## src/rtl/seq_player.sv

```systemverilog
// Simon Says sequence playback: snapshots the packed colour word on start and
// lights one LED per step with programmable on/gap timing.
module seq_player #(
    parameter int ON_CYCLES  = 4,
    parameter int GAP_CYCLES = 2,
    parameter int CNT_W      = 24
) (
    input  logic        clk,
    input  logic        rst_PLAY,
    input  logic        PLAY_START,
    input  logic [4:0]  PLAY_LEN,
    input  logic [31:0] MEM_OUT,
    output logic [3:0]  PLAY_LED,
    output logic        PLAY_BUSY,
    output logic        PLAY_DONE,
    output logic [3:0]  PLAY_IDX
);

    typedef enum logic [1:0] {
        S_IDLE,
        S_ON,
        S_GAP,
        S_DONE
    } state_t;

    localparam logic [CNT_W-1:0] ON_LOAD  = CNT_W'(ON_CYCLES - 1);
    localparam logic [CNT_W-1:0] GAP_LOAD = CNT_W'(GAP_CYCLES - 1);

    state_t            state_q, state_d;
    logic [CNT_W-1:0]  cnt_q, cnt_d;
    logic [31:0]       snap_q, snap_d;
    logic [4:0]        len_q, len_d;
    logic [3:0]        idx_q, idx_d;
    logic [3:0]        led_q, led_d;
    logic              busy_q, busy_d;
    logic              done_q, done_d;
    logic [1:0]        colour;

    always_comb begin
        state_d = state_q;
        cnt_d   = cnt_q;
        snap_d  = snap_q;
        len_d   = len_q;
        idx_d   = idx_q;

        unique case (state_q)
            S_IDLE: begin
                if (PLAY_START) begin
                    snap_d = MEM_OUT;
                    len_d  = (PLAY_LEN > 5'd16) ? 5'd16 : PLAY_LEN;
                    idx_d  = 4'd0;
                    if (len_d != 5'd0) begin
                        state_d = S_ON;
                        cnt_d   = ON_LOAD;
                    end else begin
                        state_d = S_DONE;
                    end
                end
            end
            S_ON: begin
                if (cnt_q == '0) begin
                    state_d = S_GAP;
                    cnt_d   = GAP_LOAD;
                end else begin
                    cnt_d = cnt_q - 1'b1;
                end
            end
            S_GAP: begin
                if (cnt_q == '0) begin
                    // len_q is at least 1 here, so len_q-1 cannot underflow
                    if ({1'b0, idx_q} == len_q - 5'd1) begin
                        state_d = S_DONE;
                    end else begin
                        idx_d   = idx_q + 4'd1;
                        state_d = S_ON;
                        cnt_d   = ON_LOAD;
                    end
                end else begin
                    cnt_d = cnt_q - 1'b1;
                end
            end
            S_DONE: begin
                state_d = S_IDLE;
            end
            default: begin
                state_d = S_IDLE;
            end
        endcase
    end

    // Outputs are decoded from next-state so they land in registers.
    assign colour = snap_d[{idx_d, 1'b0} +: 2];

    always_comb begin
        led_d  = 4'b0000;
        busy_d = (state_d == S_ON) || (state_d == S_GAP);
        done_d = (state_d == S_DONE);
        if (state_d == S_ON) begin
            unique case (colour)
                2'd0:    led_d = 4'b0001;
                2'd1:    led_d = 4'b0010;
                2'd2:    led_d = 4'b0100;
                default: led_d = 4'b1000;
            endcase
        end
    end

    always_ff @(posedge clk) begin
        if (rst_PLAY) begin
            state_q <= S_IDLE;
            cnt_q   <= '0;
            snap_q  <= '0;
            len_q   <= '0;
            idx_q   <= '0;
            led_q   <= '0;
            busy_q  <= 1'b0;
            done_q  <= 1'b0;
        end else begin
            state_q <= state_d;
            cnt_q   <= cnt_d;
            snap_q  <= snap_d;
            len_q   <= len_d;
            idx_q   <= idx_d;
            led_q   <= led_d;
            busy_q  <= busy_d;
            done_q  <= done_d;
        end
    end

    assign PLAY_LED  = led_q;
    assign PLAY_BUSY = busy_q;
    assign PLAY_DONE = done_q;
    assign PLAY_IDX  = idx_q;

endmodule

```

## config.mk

```make
export PLATFORM = sky130hd
export DESIGN_NAME = seq_player
export DESIGN_NICKNAME = d
export VERILOG_FILES = /design/src/rtl/seq_player.sv
export SDC_FILE = /design/constraint.sdc
export NUM_CORES = 1
export LEC_CHECK = 0
export CORE_MARGIN = 2
export CORE_UTILIZATION = 40
export CTS_CLUSTER_DIAMETER = 30
export DETAILED_ROUTE_END_ITERATION = 8
export GPL_TIMING_DRIVEN = 0
export PLACE_DENSITY = 0.61
export RECOVER_POWER = 100
export SYNTH_ARGS = -nofsm -noshare
export SYNTH_HDL_FRONTEND = slang
export SYNTH_SLANG_ARGS = --single-unit
```

## constraint.sdc

```tcl
create_clock -name clk -period 3.95 [get_ports clk]
set_input_delay 0.5925 -clock clk [delete_from_list [all_inputs] [get_ports clk]]
set_output_delay 0.5925 -clock clk [all_outputs]
set_load 0.03 [all_outputs]
```

==> results of run 1 <==
==> layout make-up <==
cell class,instances,area [um^2],area share
Timing Repair Buffer,50,498,0.105
Tap cell,129,161,0.0341
Clock inverter,3,40.0,0.00846
Multi-Input combinational cell,362,2280,0.482
Sequential cell,73,1460,0.309
Clock buffer,12,155,0.0328
Buffer,23,96.3,0.0204
Inverter,10,37.5,0.00793
==> worst min-delay path, cell delays in order, from the launching register on <==
cell and delay (ns):
dfxtp_1 0.31, nand2_1 0.05, a21oi_1 0.05
==> how the worst max path moves through the flow <==
stage	to	cells after the start	from	slack [ns]
final	PLAY_LED[1]$_SDFF_PP0_	13	len_q[0]$_SDFFE_PP0P_	0.26
after global routing	PLAY_LED[1]$_SDFF_PP0_	13	len_q[0]$_SDFFE_PP0P_	-0.002
after CTS	PLAY_LED[1]$_SDFF_PP0_	13	len_q[0]$_SDFFE_PP0P_	0.17
after global placement	cnt_q[21]$_SDFFE_PP0P_	11	PLAY_LEN[4]	0.03
after detailed placement	cnt_q[21]$_SDFFE_PP0P_	11	PLAY_LEN[4]	0.02
after floorplan	PLAY_LED[1]$_SDFF_PP0_	12	len_q[0]$_SDFFE_PP0P_	0.79
==> placed cells by master, fill, tap and decap left out, types with 4 or more instances in the layout <==
master	synthesis	routed
mux2_2	4	4
nand2_1	89	89
clkbuf_8	0	11
xor2_1	10	10
nand3_1	9	9
mux2i_1	24	24
ha_1	9	9
o211ai_1	4	4
nor2_1	40	40
nor4_1	6	6
xnor2_1	14	14
a21oi_1	49	49
nor2b_1	5	5
clkbuf_1	19	20
a21o_1	4	4
clkdlybuf4s50_1	0	38
dlygate4sd3_1	0	11
inv_1	9	9
or4_1	4	4
o21ai_0	14	14
nor3_1	8	8
a221oi_1	5	5
dfxtp_1	73	73
nor3b_1	4	4
and2_1	5	4
or3_1	5	5
==> power by group through the flow <==
stage,combinational (mW),clock (mW),sequential [mW]
final,1.80,0.604,1.08
after global routing,2.01,0.646,1.10
after CTS,1.79,0.613,1.07
after detailed placement,1.78,0,1.09
after global placement,1.76,0,1.08
after floorplan,1.34,0,1.09
==> flip-flops by register name, summed over array words and instances (netlist names) <==
signal     cells
PLAY_IDX       4
PLAY_BUSY      1
PLAY_DONE      1
cnt_q         24
snap_q        32
PLAY_LED       4
len_q          5
state_q        2
==> through the flow <==
stage                     hold slack [ns]  total power, mW  instance area (um^2)
final                               0.457             3.47                  4730
after global placement              0.442             2.84                  4520
after detailed placement            0.446             2.87                  4520
after global routing                0.472             3.76                  4730
after floorplan                     0.432             2.43                  3870
after CTS                           0.456             3.48                  4720
==> logic make-up after synthesis <==
kind of cell / share of synthesized area
simple gates: 0.277
compound gates: 0.154
flops: 0.378
fa+ha+maj: 0.0291
mux: 0.0737
buf+inv: 0.0346
xor+xnor: 0.0543
==> per-layer routing <==
metal | wire, um | GRT usage | up-vias
met2 | 4480 | 0.304 | 85
met1 | 4700 | 0.278 | 1632
met3 | 555 | 0.0513 | 11
li1 | - | - | 1768
met4 | 121 | 0.0646 | 0
met5 | 0 | 0 | -
==> what timing repair did <==
item,4_1_cts,5_1_grt
setup buffers,0,1
endpoints found under the setup margin,0,4
gates resized for setup,0,1
==> impl_metrics.yaml, run 1 <==
timing:
  fin_ws_ns: 0.262
  post-route-min-period_ns: 3.69
  tightest_slew_ns: 0.739
  hold_viol_final: 0
  fmax_ghz: 0.271
  maxSlewViolCount: 0
  fin_setup_tns_ns: 0
  finalClockSkew_ns: 0.0102
  relSlewSlack: 0.504
  setup_viol: 0
  period_share: 0.934
floorplanning:
  coreArea_um2: 9330
  rows: 35
  die_w_um: 102
  die_h_um: 102
  dieArea_um2: 10500
  start_util: 0.415
  io_pins: 50
synthesis:
  netlist_area_um2: 3870
  synth.distinct_cells: 60
  synth_commonest_cells: "nand2_1 (89), dfxtp_1 (73), a21oi_1 (49)"
  syn-num-nets: 517
  yosysMostFrequentCell: "nand2_1"
  synth_top_cell_area_share: 0.378
  syn-mean-instance-area_um2: 8.27
  ys.flop_type: "dfxtp_1"
  ys_warn_count: 0
  synth-edff-count: 0
  netlist_instances: 468
  ys_seq_area_frac: 0.378
  synth_seq_cells: 73
  synth_top_area_cell: "dfxtp_1"
  synth-async-reset-ratio: 0
  synth_area_leaders: "dfxtp_1 (38%), nand2_1 (8.6%), a21oi_1 (6.3%)"
clock_network:
  cts_tree: "done"
  numCtsBuffers: 9
  cts_sinks: 73
  cts_buffer_depth: 2
  clockRootBuffer: "clkbuf_8"
  cts-hold-fix-buffers: 0
  cts.clk_slew.worst_paths_ns: 0.07
  cts_max_level: 3
  clk_latency_ns: 0.36
worst_setup_path:
  crit_path_frequent_cell: "nand2_1"
  cp-end-kind: "register"
  crit_path_top_delay_cell: "nor4_4"
  crit_buf_inv: 2
  cp.required_ns: 4.25
  worstSetupStartpointType: "register"
  timing.rr.start: "len_q[0]$_SDFFE_PP0P_"
  r2r.worst_path.cells: 13
  slowest_delay_ns: 0.51
  cp_top_family: "simple AND/OR/NAND/NOR gates"
  crit_chain: "inv_1, ha_1, xor2_1, nand2_1, nor4_4, mux2_2, nor2_8, buf_2, mux2i_1, nand2_1, a32oi_1, nand4_1, and4bb_1"
  rrSetupSlack_ns: 0.26
  r2r_end: "PLAY_LED[1]$_SDFF_PP0_"
  cp_max_fo: 10
  critical_path_class: "reg2reg"
  cp.arrival_ns: 3.98
cells_and_area:
  antennaDiodeCount: 0
  final_nets: 578
  fin_util: 0.507
  fill_cells: 938
  drive_above_1_share: 0.0675
  syn2layout_area_growth_pct: 22.3
  stdcell_count: 662
grt:
  antenna_found_initial: 0
  globalRouteTotalUtil: 0.200
  grt_max_degree: 12
  overflow: 0
  grt_first_pass_wirelength_um: 16100
  grt_pass1_vias: 3322
route:
  drc: 0
  drt-vias-per-instance: 5.28
  drtIter0Drc: 179
  dr.pass1.iters: 5
  wirelength_um: 9860
  vias: 3496
  ant_nets: 0
  wl_per_cell_um: 14.9
placed_design:
  dp_hpwl_um: 7240
  place.gp.congestion: 0.902
  post-place-ws_ns: 0.0188
  dpl.cell_count: 646
  io_buffers: 49
worst_hold_path:
  min_path_cells: 2
  min-delay-start: "snap_q[19]$_SDFF_PP0_"
  hold_end: "snap_q[19]$_SDFF_PP0_"
  min_path_type: "reg2reg"
power_and_ir_drop:
  pwr-share-clk: 0.174
  leakagePower_nw: 1.83
  p_int_mw: 1.97
  switching_share: 0.434
  powerDensity_nw_per_um2: 734
  switching_power_mw: 1.51
  peakVddDrop_uv: 314
  p_seq_frac: 0.309
  comb_power_share: 0.517
run_status:
  status: "complete, no violations"
run:
  cap_violations: 0
(Power assumes the default switching activity.)
==> inputs of run 2 (changes only) <==
ABC_AREA = 1   (was not set)
CAP_MARGIN = 10   (was not set)
==> run 2 against run 1 <==
Compared with the run above:
- register-to-register slack improved by 0.69 ns
- combinational power increased by 21%
- maximum frequency increased by 22%
- via count decreased by 2.9%
- worst hold slack improved by 0.011 ns
- sequential power about the same
- non-clock buffer count decreased by 9
- clock skew increased by 0.0033 ns
- utilization decreased by 1.2 points
- synthesized area decreased by 3.5%
- power increased by 10%
- critical path type is now in2reg
==> impl_metrics.yaml, run 2 <==
cells_and_area:
  syn2layout_area_growth_pct: 21.3
  drive_above_1_share: 0.0736
  final_cell_mix: "nor2_1 (95), nand2_1 (80), dfxtp_1 (73), nand3_1 (60), inv_1 (50)"
  regArea_um2: 1460
  fill_cells: 922
  largest-register: "snap_q"
  antennaDiodeCount: 0
  top_regs: "snap_q (32), cnt_q (24), len_q (5)"
  final_common_cell: "nor2_1"
  multi_input_area_um2: 1970
  final_nets: 615
  largest_register_ffs: 32
worst_hold_path:
  min_path_type: "reg2reg"
  min_path_cells: 2
synthesis:
  netlist_area_um2: 3730
  netlist_instances: 506
  syn-mean-instance-area_um2: 7.38
  synth_seq_cells: 73
  synth_area_leaders: "dfxtp_1 (39%), nor2_1 (9.2%), mux2i_1 (8.6%)"
  synth_top_area_cell: "dfxtp_1"
  ys.flop_type: "dfxtp_1"
  ys_seq_area_frac: 0.391
  synth-async-reset-ratio: 0
  synth.distinct_cells: 30
  yosysMostFrequentCell: "nor2_1"
  ys_warn_count: 0
  synth_top_cell_area_share: 0.391
  syn-num-nets: 555
  synth-edff-count: 0
  synth_commonest_cells: "nor2_1 (92), nand2_1 (78), dfxtp_1 (73)"
placed_design:
  io_buffers: 49
  dp_hpwl_um: 6570
  place.gp.congestion: 0.843
  post-place-ws_ns: 1.07
timing:
  maxSlewViolCount: 0
  period_share: 0.763
  post-route-min-period_ns: 3.01
  fmax_ghz: 0.332
  tightest_slew_ns: 0.718
  rsz0062_at_grt: "no"
  hold_viol_final: 0
  finalClockSkew_ns: 0.0135
  relSlewSlack: 0.521
  fin_ws_ns: 0.936
  setup_viol: 0
  fin_setup_tns_ns: 0
route:
  ant_nets: 0
  dr.pass1.iters: 4
  drt-vias-per-instance: 4.98
  drtIter0Drc: 135
  wl_per_cell_um: 12.7
  vias: 3395
  drc: 0
  wirelength_um: 8660
grt:
  grt_max_degree: 15
  antenna_found_initial: 0
  grt.busiest_layer: "met2"
  use_met2: 0.299
  globalRouteTotalUtil: 0.185
  gr-usage-met3: 0.0541
  grt_pass1_vias: 3202
  overflow: 0
  use_met1: 0.245
  grt_first_pass_wirelength_um: 14900
worst_setup_path:
  critical_path_class: "in2reg"
  r2r.worst_path.cells: 13
  cp_max_fo: 10
  cp-end-kind: "register"
  cp.arrival_ns: 3.25
  worstSetupStartpointType: "input port"
  cp.required_ns: 4.19
clock_network:
  clockRootBuffer: "clkbuf_8"
  cts_tree: "done"
  numCtsBuffers: 9
  cts_setup_buffers: 0
  cts_buffer_depth: 2
  cts.clk_slew.worst_paths_ns: 0.07
  clk_latency_ns: 0.35
  cts-hold-fix-buffers: 0
  cts_max_level: 3
  post_cts_resized: 0
  cts_sinks: 73
floorplanning:
  io_pins: 50
  dieArea_um2: 10100
  die_w_um: 101
  die_h_um: 101
  start_util: 0.408
  rows: 35
  coreArea_um2: 9150
power_and_ir_drop:
  powerDensity_nw_per_um2: 845
  peakVddDrop_uv: 261
  leakagePower_nw: 2.13
run:
  cap_violations: 0
run_status:
  status: "complete, no violations"
-- run 2: changes by cell type after synthesis, moves of 8 or more --
cell,change
nand3_1,+49
nor2_1,+52
a21oi_1,-35
nand2_1,-11
inv_1,+41
xnor2_1,-11
clkbuf_1,-9
nand2_2,+13
mux2i_1,+8
-- run 2: cells by family after synthesis --
family | after synthesis | synth area share
and+or+nand+nor | 273 | 0.335
muxes | 32 | 0.0858
DFF | 73 | 0.391
buffers and inverters | 69 | 0.0734
adders and majority gates | 9 | 0.0302
AOI/OAI and AO/OA | 37 | 0.0540
xor gates and xnor gates | 13 | 0.0305
-- run 2: through the flow --
step	utilization	hold slack (ns)	instance area [um^2]	std cells	power, mW
2_1_floorplan	-	0.442	3730	506	2.81
3_3_place_gp	0.477	0.458	4360	666	3.27
3_5_place_dp	0.477	0.458	4360	666	3.30
4_1_cts	0.499	0.470	4560	682	3.92
5_1_grt	0.495	0.486	4530	682	4.23
6_report	0.495	0.468	4530	682	3.83
-- run 2: power breakdown --
part           switching [mW]  internal, mW
Sequential              0.131         0.931
Clock                   0.303         0.298
Combinational            1.37         0.798
Total                    1.80          2.03
-- run 2: layer usage --
layer / wire length, um / part of all wire
met1: 4260 / 0.49
met2: 4030 / 0.47
met3: 335 / 0.039
met4: 38 / 0.0044
met5: 0 / 0
-- run 2: path summary, 6_finish.rpt --
path	from	end	slack (ns)
worst max-delay path	PLAY_START	PLAY_LED[2]$_SDFF_PP0_	0.94
worst min-delay path	len_q[1]$_SDFFE_PP0P_	len_q[1]$_SDFFE_PP0P_	0.47
worst max register to register	state_q[0]$_SDFF_PP0_	PLAY_LED[2]$_SDFF_PP0_	0.95
worst min register to register	len_q[1]$_SDFFE_PP0P_	len_q[1]$_SDFFE_PP0P_	0.47
-- run 2: final cells by class --
| cell class | instances | share of cell area |
|---|---|---|
| sequential | 73 | 0.323 |
| clock buffer | 9 | 0.0273 |
| buffer | 15 | 0.0152 |
| tap | 111 | 0.0307 |
| timing repair buffer | 49 | 0.108 |
| inverter | 54 | 0.0448 |
| clock inverter | 7 | 0.0171 |
| multi-input combinational | 364 | 0.434 |
-- run 2: worst max-delay path, cell delays in order --
cell	delay, ns
clkdlybuf4s50_1	0.47
nand2_1	0.13
clkbuf_1	0.54
clkbuf_1	0.62
mux2i_1	0.33
nand2_2	0.07
nand3_1	0.09
nand3_1	0.08
nand3_1	0.13
nand2_1	0.07
nand2_1	0.09
nor2_1	0.04
